$ cat src/rtl/gap_stream_controller.sv
// Global average pooling stream controller: accumulates N pixels per channel and emits the channel average.
// Optional GAP_ROUND_EN: round to nearest (ties away from zero) instead of truncating toward zero.
module gap_stream_controller #(
  parameter int DATA_WIDTH = 16,
  parameter int CHANNELS   = 160,
  parameter int HEIGHT     = 7,
  parameter int WIDTH      = 7
) (
  input  logic                          clk,
  input  logic                          rst,
  input  logic                          start,
  output logic                          busy,
  input  logic [DATA_WIDTH-1:0]         in_data,
  input  logic                          in_valid,
  output logic                          in_ready,
  output logic [DATA_WIDTH-1:0]         out_data,
  output logic [$clog2(CHANNELS)-1:0]   out_channel,
  output logic                          out_valid,
  input  logic                          out_ready,
  output logic                          done
);

  localparam int N         = HEIGHT * WIDTH;
  localparam int ACC_WIDTH = DATA_WIDTH + $clog2(N);
  localparam int CH_W      = $clog2(CHANNELS);
  localparam int PIX_W     = $clog2(N + 1);
  localparam int CNT_W     = $clog2(ACC_WIDTH + 1);

  typedef enum logic [1:0] {IDLE, ACCUM, DIVIDE, OUTPUT} state_t;

  state_t                 state, state_next;
  logic [ACC_WIDTH-1:0]   acc;
  logic [PIX_W-1:0]       pix_cnt;
  logic [CH_W-1:0]        chan;
  logic [CNT_W-1:0]       div_cnt;
  logic [ACC_WIDTH-1:0]   quot;
  logic [ACC_WIDTH:0]     rem;
  logic                   neg;
  logic [DATA_WIDTH-1:0]  out_data_r;
  logic                   done_r;

  logic                   in_beat, last_beat, last_chan, div_last;
  logic [ACC_WIDTH-1:0]   acc_sum, sum_abs, dividend, quot_signed;
  logic [ACC_WIDTH:0]     rem_sh, rem_nx;
  logic                   q_bit;

  assign in_beat   = in_valid && (state == ACCUM);
  assign last_beat = in_beat && (pix_cnt == PIX_W'(N - 1));
  assign last_chan = (chan == CH_W'(CHANNELS - 1));
  assign div_last  = (div_cnt == CNT_W'(ACC_WIDTH));

  assign acc_sum = acc + {{(ACC_WIDTH - DATA_WIDTH){in_data[DATA_WIDTH-1]}}, in_data};
  assign sum_abs = acc_sum[ACC_WIDTH-1] ? (~acc_sum + 1'b1) : acc_sum;

`ifdef GAP_ROUND_EN
  assign dividend = sum_abs + ACC_WIDTH'(N / 2);
`else
  assign dividend = sum_abs;
`endif

  // One restoring-division step: shift in the next dividend bit, subtract N when it fits.
  always_comb begin
    rem_sh = {rem[ACC_WIDTH-1:0], quot[ACC_WIDTH-1]};
    rem_nx = rem_sh;
    q_bit  = 1'b0;
    if (rem_sh >= (ACC_WIDTH + 1)'(N)) begin
      rem_nx = rem_sh - (ACC_WIDTH + 1)'(N);
      q_bit  = 1'b1;
    end
  end

  assign quot_signed = neg ? (~quot + 1'b1) : quot;

  always_ff @(posedge clk) begin
    if (rst) state <= IDLE;
    else     state <= state_next;
  end

  always_comb begin
    state_next = state;
    busy       = 1'b1;
    in_ready   = 1'b0;
    out_valid  = 1'b0;
    case (state)
      IDLE: begin
        busy = 1'b0;
        if (start) state_next = ACCUM;
      end
      ACCUM: begin
        in_ready = 1'b1;
        if (last_beat) state_next = DIVIDE;
      end
      DIVIDE: begin
        if (div_last) state_next = OUTPUT;
      end
      OUTPUT: begin
        out_valid = 1'b1;
        if (out_ready) state_next = last_chan ? IDLE : ACCUM;
      end
      default: state_next = IDLE;
    endcase
  end

  // Divider is seeded on the Nth beat so ACC_WIDTH step cycles plus one finalize cycle follow.
  always_ff @(posedge clk) begin
    if (rst) begin
      acc        <= '0;
      pix_cnt    <= '0;
      chan       <= '0;
      div_cnt    <= '0;
      quot       <= '0;
      rem        <= '0;
      neg        <= 1'b0;
      out_data_r <= '0;
      done_r     <= 1'b0;
    end else begin
      done_r <= 1'b0;
      case (state)
        IDLE: begin
          if (start) begin
            acc     <= '0;
            pix_cnt <= '0;
            chan    <= '0;
          end
        end
        ACCUM: begin
          if (in_beat) begin
            acc <= acc_sum;
            if (last_beat) begin
              pix_cnt <= '0;
              div_cnt <= '0;
              quot    <= dividend;
              rem     <= '0;
              neg     <= acc_sum[ACC_WIDTH-1];
            end else begin
              pix_cnt <= pix_cnt + 1'b1;
            end
          end
        end
        DIVIDE: begin
          if (div_last) begin
            out_data_r <= quot_signed[DATA_WIDTH-1:0];
          end else begin
            rem     <= rem_nx;
            quot    <= {quot[ACC_WIDTH-2:0], q_bit};
            div_cnt <= div_cnt + 1'b1;
          end
        end
        OUTPUT: begin
          if (out_ready) begin
            if (last_chan) begin
              done_r <= 1'b1;
            end else begin
              chan <= chan + 1'b1;
              acc  <= '0;
            end
          end
        end
        default: ;
      endcase
    end
  end

  assign out_data    = out_data_r;
  assign out_channel = chan;
  assign done        = done_r;

endmodule

$ cat config.mk
export PLATFORM = sky130hd
export DESIGN_NAME = gap_stream_controller
export DESIGN_NICKNAME = d
export VERILOG_FILES = /design/src/rtl/gap_stream_controller.sv
export SDC_FILE = /design/constraint.sdc
export NUM_CORES = 1
export LEC_CHECK = 0
export BUFFER_PORTS_ARGS = -buffer_cell sky130_fd_sc_hd__clkbuf_2
export CAP_MARGIN = 20
export CORE_AREA = 2 2 107 109
export DETAILED_ROUTE_END_ITERATION = 7
export DIE_AREA = 0 0 109 111
export GPL_TIMING_DRIVEN = 0
export PLACE_DENSITY = 0.79
export SLEW_MARGIN = 20
export SYNTH_ARGS = -nofsm -noshare
export SYNTH_HDL_FRONTEND = slang
export SYNTH_SLANG_ARGS = --single-unit
$ cat constraint.sdc
create_clock -name clk -period 4.1 [get_ports clk]
set_input_delay 0 -clock clk [delete_from_list [all_inputs] [get_ports clk]]
set_output_delay 0 -clock clk [all_outputs]
set_load 0.01 [all_outputs]
# Word-level counts from Yosys, hierarchy flattened
# Index checks and enable logic that the tools add are counted.
[classes]
addsub = 7
magnitude_cmp = 1
eq_ne = 13
mux = 39
bitwise_logic = 4
reduce_logical = 15
[ops]
columns = ["op", "count"]
rows = [
  ["$mux W22", 12],
  ["$pmux W22 S2", 2],
  ["$pmux W22 S3", 1],
  ["$mux W8", 3],
  ["$ge A23 B6 Y1 const B", 1],
  ["$add A22 B1 Y22 const B", 1],
  ["$add A22 B22 Y22", 1],
  ["$not A22 Y22", 1],
  ["$sub A22 B6 Y22 const B", 1],
  ["$mux W6", 3],
  ["$add A16 B1 Y16 const B", 1],
  ["$mux W16", 1],
  ["$not A16 Y16", 1],
  ["$pmux W8 S2", 1],
  ["$mux W5", 3],
  ["$ne A2 B2 Y1 const B", 7],
  ["$pmux W6 S2", 1],
  ["$reduce_and A4 Y1", 3],
  ["$pmux W5 S2", 1],
  ["$add A8 B1 Y8 const B", 1],
  ["$eq A8 B8 Y1 const B", 1],
  ["$mux W2", 4],
  ["$pmux W2 S4", 1],
  ["$add A6 B1 Y6 const B", 1],
  ["15 further kinds", 26],
]
[word_totals]
reg_bits = 105
in_bits = 21
output_inout_bits = 28

# Logic depth before layout (Yosys ltp)
# Gate-level depths: netlist of run 1.
[depth]
ltp_word = 7
mapped_depth = 12
ltp_nobuf = 12

# Worst setup path before layout of run 1
# OpenSTA, ideal clock, no wires.
[synth_timing]
path_kind = "flip-flop to flip-flop"
from = "reg acc[0]"
to = "reg quot[21]"
setup_time_ps = 86
t_arrival_ps = 3033
t_required_ps = 4014
path_slack_ps = 981
path_stages_with_launch = 12
n_path_buf = 0
period_less_slack_ps = 3119
cell_sequence = "dfxtp_1 > ha_1 > inv_1 > fa_1 > xor2_1 > nand3_1 > a211oi_1 > o21a_1 > and4bb_1 > nand4_1 > or4b_1 > a221oi_2"
[synth_between]
elab_chain_len = 7
[synth_lines]
columns = ["item", "line", "text"]
rows = [
  ["start: declaration", "32", "logic [ACC_WIDTH-1:0] acc;"],
  ["start signal: assignment", "128", "acc <= acc_sum;"],
  ["$add A22 B22 Y22 (*)", "52", "assign acc_sum = acc + {{(ACC_WIDTH - DATA_WIDTH){in_data[DATA_WIDTH-1]}}, in_data};"],
  ["$not A22 Y22", "53", "assign sum_abs = acc_sum[ACC_WIDTH-1] ? (~acc_sum + 1'b1) : acc_sum;"],
  ["$add A22 B1 Y22", "53", ""],
  ["$mux W22 (*)", "53", ""],
  ["$mux W22 (*)", "129", "if (last_beat) begin"],
  ["$mux W22 (*)", "127", "if (in_beat) begin"],
  ["$pmux W22 S2 (*)", "118", "case (state)"],
  ["end signal: assignment", "132", "quot <= dividend;"],
  ["end signal: assignment", "145", "quot <= {quot[ACC_WIDTH-2:0], q_bit};"],
  ["end: declaration", "36", "logic [ACC_WIDTH-1:0] quot;"],
]
# Mark *: on every way between the ends. The rest lies on a longest branch, timed or not. The select of a mux whose other input is x is not followed.
# A chain may end at the register's enable or synchronous reset.

# Final worst setup path of run 1
# Same ends and word-level chain as after synthesis.

==> impl_metrics.ini, run 1 <==
[run_status]
status = complete, no violations

[setup_path]
reg2reg_depth = 11
worstSetupStartpointType = flip-flop
crit_family = simple AND/OR/NAND/NOR gates
crit_path_top_delay_cell = a211oi_1
worstSetupPathType = reg2reg
r2r_slack_ns = 0.36
required_ns = 4.37
rr_startpoint = acc[0]
cp.arrival_ns = 4.01
r2r_end = quot[21]
cp-startpoint = acc[0]
endpoint = quot[21]
cp_max_fo = 6
crit_chain = ha_1, inv_1, fa_1, xor2_1, nand3_1, a211oi_1, o21a_1, and4bb_1, nand4_1, or4b_1, a221oi_2
slowest_delay_ns = 0.64
path_buf_inv = 1
endpoint_kind = flip-flop
critical_path_depth = 11

[clock_tree]
ctsResizeCount = 0
cts-root-buf = clkbuf_16
postCtsSetupBuffers = 0
clk_path_buf_depth = 2
cts_buffers = 9
cts_tree = built
clk_pin_slew_ns = 0.07
ctsHoldBuffers = 1
cts.sink_count = 105
clock_latency_ns = 0.35
htreeDepth = 3

[global_routing]
track_usage = 0.277
grt_max_degree = 17
grt_pass1_wl_um = 27100
grt_pass1_vias = 5649
antenna_found_initial = 0
grt_remaining_overflow = 0

[sta]
timing.fmax_mhz = 267
rsz0062_at_grt = no
min_period_over_period = 0.912
relSlewSlack = 0.337
hold_violations = 0
setup_ws_ns = 0.361
setup_violations = 0
holdWs_ns = 0.113
finalSetupTns_ns = 0
period_minus_slack_ns = 3.74
report.final.slew_viol_count = 0
finClkSkew_ns = 0.00784
worst_pin_slew_ns = 0.994

[yosys]
synthCells = 799
ys_warn_count = 0
seq_area_frac_synth = 0.323
synth_area_um2 = 6500
syn_area_per_cell_um2 = 8.14
synth.top_cell.area_share = 0.323
synth_edf_count = 0
synth_seq_cells = 105
syn_nets = 856
synth_top_area_cell = dfxtp_1
synth_cell_types = 74
synthArstFlopShare = 0
synth-main-ff-cell = dfxtp_1
yosys-top-cells-area = dfxtp_1 32%, ha_1 6.7%, a21oi_1 5.3%, xnor2_1 5.1%, nor2_1 4.7%

[floorplanning]
die_h_um = 111
die_area_um2 = 12100
rows = 39
io_pins = 49
initial_core_util = 0.587
fp.dieW_um = 109
core_area_um2 = 11100

[placed_design]
dpl_cell_area_um2 = 6920
place_ws_ns = 0.431
portBuffers = 48
globalplace.congestion = 0.899
dp_hpwl_um = 12200

[power]
p_per_area_nw_per_um2 = 472
p_leak_nw = 2.94
ir_drop_mv = 0.260

[route]
num_vias = 6260
wl_per_cell_um = 16.4
ant_nets = 0
dr.pass1.iters = 5
viasPerCell = 6.22
drc = 0
drt_iter0_markers = 529
wl_um = 16500

[job]
drv_cap = 0

[cells_and_area]
finalInstanceArea_um2 = 7220
layout-drive-gt1-share = 0.0972
area_delta_synth_final_pct = 11.0
final_util = 0.652
nets = 916
n_antenna_cell = 0

[worst_hold_path]
hold_path.class = in2reg
==> Yosys cell counts (4+ instances only) <==
cell,count
a22oi_1,32
nand3_1,25
clkbuf_1,33
a22o_1,17
and3_1,16
o21ai_0,23
inv_1,25
dfxtp_1,105
o21bai_1,4
a21o_1,5
and2_1,6
mux2i_1,7
nor4_1,4
o22ai_1,20
nor3_1,24
or4_1,4
or2_2,5
nor2b_1,5
xor2_1,30
a211oi_1,11
xnor2_1,38
nand2_1,67
a21oi_1,69
o31ai_1,4
nor2_1,81
ha_1,35
nand2b_1,8
nand4_1,12
o21a_1,7
or3_1,8
a31oi_1,5
==> logic make-up (layout without fill, tap and decap cells) <==
| logic type | after synthesis | after routing | synth area share |
|---|---|---|---|
| AOI/OAI and AO/OA | 235 | 235 | 0.244 |
| xor gates and xnor gates | 68 | 68 | 0.0916 |
| adders and majority gates | 36 | 36 | 0.0704 |
| buffers and inverters | 63 | 128 | 0.0381 |
| DFF | 105 | 105 | 0.323 |
| muxes | 8 | 8 | 0.0125 |
| and+or+nand+nor | 284 | 284 | 0.220 |
==> state kept, by name (all words and copies together) (netlist names) <==
signal and flops:
done 1, state 2, div_cnt 5, acc 22
rem 22, pix_cnt 6, quot 22, neg 1
out_channel 8, out_data 16
==> placed cells by master (no fill, tap or decap), types with 6 or more instances in the layout <==
cell	netlist	final
nand2b_1	8	8
clkbuf_2	0	48
xnor2_1	38	38
o21a_1	7	7
or3_1	8	8
clkbuf_1	33	35
a22o_1	17	17
mux2i_1	7	7
nand4_1	12	12
o22ai_1	20	20
a21oi_1	69	69
and3_1	16	16
inv_1	25	25
nand3_1	25	25
nor2_1	81	81
clkbuf_16	0	9
and2_1	6	6
nand2_1	67	67
a211oi_1	11	11
a22oi_1	32	32
xor2_1	30	30
dfxtp_1	105	105
ha_1	35	35
nor3_1	24	24
o21ai_0	23	23
==> stage by stage <==
| step | power [mW] | cells |
|---|---|---|
| 2_1_floorplan | 2.18 | 799 |
| 3_3_place_gp | 2.48 | 990 |
| 3_5_place_dp | 2.53 | 990 |
| 4_1_cts | 3.38 | 1007 |
| 5_1_grt | 3.60 | 1007 |
| 6_report | 3.40 | 1007 |
==> metal layers <==
layer,track usage,wire length (µm),vias to the layer above
met1,0.361,7350,2953
li1,-,-,3065
met5,0,0,-
met3,0.0541,999,27
met2,0.454,7830,215
met4,0.0915,308,0
==> worst register-to-register path, delay by kind of cell, from the launching register on <==
family                   cells  cell delay [ns]
buffers and inverters        1             0.06
XOR/XNOR                     1             0.39
flip-flops                   1             0.33
AND/OR/NAND/NOR              4             1.13
AO/OA/AOI/OAI                3             1.14
adder cells (fa/ha/maj)      2             0.61
==> how the worst min path moves through the flow <==
stage / from / endpoint / slack, ns / cells past startpoint
floorplan: out_ready / done / 0.14 / 2
global placement: out_ready / done / 0.25 / 3
detailed placement: out_ready / done / 0.24 / 3
CTS: start / out_channel[3] / 0.11 / 4
global route: start / out_channel[2] / 0.15 / 4
finish: start / out_channel[6] / 0.11 / 4
==> layout make-up <==
class	count	area [µm²]
Multi-Input combinational cell	631	4160
Fill cell	916	3860
Sequential cell	105	2100
Timing Repair Buffer	49	250
Clock buffer	11	233
Tap cell	143	179
Buffer	38	154
Inverter	25	93.8
Clock inverter	5	53.8
==> power breakdown <==
| part | leakage, nW | internal [mW] | switching, mW |
|---|---|---|---|
| combinational | 1.95 | 0.490 | 0.926 |
| sequential | 0.847 | 1.08 | 0.0460 |
| clock | 0.144 | 0.474 | 0.389 |
| total | 2.94 | 2.04 | 1.36 |
Power figures use the tool's default switching activity.
==> run 2: changes to the inputs <==
CORE_AREA = 2 2 108 110   (was 2 2 107 109)
DIE_AREA = 0 0 110 112   (was 0 0 109 111)
PLACE_DENSITY = 0.78   (was 0.79)
==> run 2 against run 1 <==
Utilization decreased by 0.11 points. Combinational power hardly changed. Register-to-register slack hardly changed. Sequential share of layout area is 0.21 points lower. Wire length fell by 3.1%. Final area increased by 0.71%. Largest cell class unchanged.
==> impl_metrics.ini, run 2 (synthesis gave the netlist of run 1 again) <==
[run_status]
status = complete, no violations

[clock_tree]
cts_tree = built
cts.sink_count = 105
htreeDepth = 3
clock_latency_ns = 0.36
postCtsSetupBuffers = 0
clk_pin_slew_ns = 0.08
clk_path_buf_depth = 2
cts-root-buf = clkbuf_16
cts_buffers = 9

[power]
p_leak_nw = 2.96
ir_drop_mv = 0.404
design_power_total_mw = 3.50
p_per_area_nw_per_um2 = 481

[route]
ant_nets = 0
wl_um = 16000
drt_iter0_markers = 459
dr.pass1.iters = 5
viasPerCell = 6.13
wl_per_cell_um = 15.9
num_vias = 6170
drc = 0

[cells_and_area]
final_common_cell = dfxtp_1
fillers = 969
layout-drive-gt1-share = 0.0995
layout_common_cells = 105 x dfxtp_1, 81 x nor2_1, 69 x a21oi_1, 67 x nand2_1, 48 x clkbuf_2
area_delta_synth_final_pct = 11.8
finalInstanceArea_um2 = 7270
nets = 916
final_util = 0.651
layoutNonFillerInstCount = 1007
n_antenna_cell = 0
reg_top3 = acc x22, quot x22, rem x22

[setup_path]
cp.arrival_ns = 4.00
worstSetupStartpointType = flip-flop
reg2reg_depth = 11
endpoint_kind = flip-flop
required_ns = 4.37
r2r_slack_ns = 0.36
rr_startpoint = acc[0]
worstSetupPathType = reg2reg
cp_max_fo = 6
r2r_end = quot[21]

[sta]
report.final.slew_viol_count = 0
setup_ws_ns = 0.362
hold_violations = 0
min_period_over_period = 0.912
relSlewSlack = 0.309
finClkSkew_ns = 0.0113
holdWs_ns = 0.113
worst_pin_slew_ns = 1.04
timing.fmax_mhz = 268
setup_violations = 0
rsz0062_at_grt = no
period_minus_slack_ns = 3.74
finalSetupTns_ns = 0

[global_routing]
grt_pass1_wl_um = 26700
grt_remaining_overflow = 0
grt_max_degree = 20
track_usage = 0.268
grt_pass1_vias = 5711
antenna_found_initial = 0

[placed_design]
portBuffers = 48
place_ws_ns = 0.494
globalplace.congestion = 0.891
dpl_cell_area_um2 = 6920
dp_hpwl_um = 12000
dp_cells = 990

[floorplanning]
io_pins = 49
die_h_um = 112
rows = 39
die_area_um2 = 12300
fp.dieW_um = 110
initial_core_util = 0.582
core_area_um2 = 11200

[worst_hold_path]
hold_depth = 4
hold_path.class = in2reg
hold_end = quot[0]
worstHoldStart = in_data[0]

[job]
drv_cap = 0
==> run 2: changes by cell type in the layout (fill, tap and decap cells not counted) <==
cell        before  now
clkinv_8         0    1
clkinvlp_4       0    1
inv_8            0    1
clkinv_2         3    0
clkbuf_1        35   33
bufinv_16        1    2
clkinv_4         0    1
==> run 2: area by class of cell <==
type                    count  area [µm²]  share of cell area
plain buffers              38         154              0.0212
clock buffers               9         225              0.0310
clock inverters             7         113              0.0155
inverters                  25        93.8              0.0129
multi-input cells         631        4160               0.571
flip-flops and latches    105        2100               0.289
well taps                 143         179              0.0246
repair buffers             49         250              0.0344
==> run 2: how the worst max path moves through the flow <==
stage | slack [ns] | cells past startpoint | start | to
final | 0.36 | 11 | acc[0] | quot[21]
after global routing | 0.17 | 11 | acc[0] | quot[21]
after CTS | 0.46 | 11 | acc[0] | quot[21]
after detailed placement | 0.49 | 11 | acc[0] | quot[21]
after global placement | 0.49 | 11 | acc[0] | quot[21]
after floorplan | 0.98 | 11 | acc[0] | quot[21]
==> run 2: worst max-delay path, cell delays in order (launching register included) <==
cell and delay [ns]:
dfxtp_1 0.35, ha_1 0.18, inv_1 0.06, fa_1 0.44, xor2_1 0.42, nand3_1 0.19
a211oi_1 0.64, o21a_1 0.23, and4bb_1 0.24, nand4_1 0.10, or4b_1 0.54, a221oi_2 0.26
==> run 2: what timing repair did <==
action / CTS / global route
resized for setup: 0 / 0
hold endpoints to repair: 1 / 0
hold buffers: 1 / 0
==> run 2: power breakdown <==
group / switching [mW] / leakage, nW / internal (mW)
logic: 0.923 / 1.95 / 0.490
registers: 0.0441 / 0.847 / 1.08
clock network: 0.413 / 0.161 / 0.548
==> run 2: metal layers <==
metal | vias to the layer above | global-route usage | part of all wire
li1 | 3059 | - | -
met4 | 0 | 0.0827 | 0.024
met2 | 171 | 0.443 | 0.48
met3 | 30 | 0.0609 | 0.052
met5 | - | 0 | 0
met1 | 2910 | 0.345 | 0.44
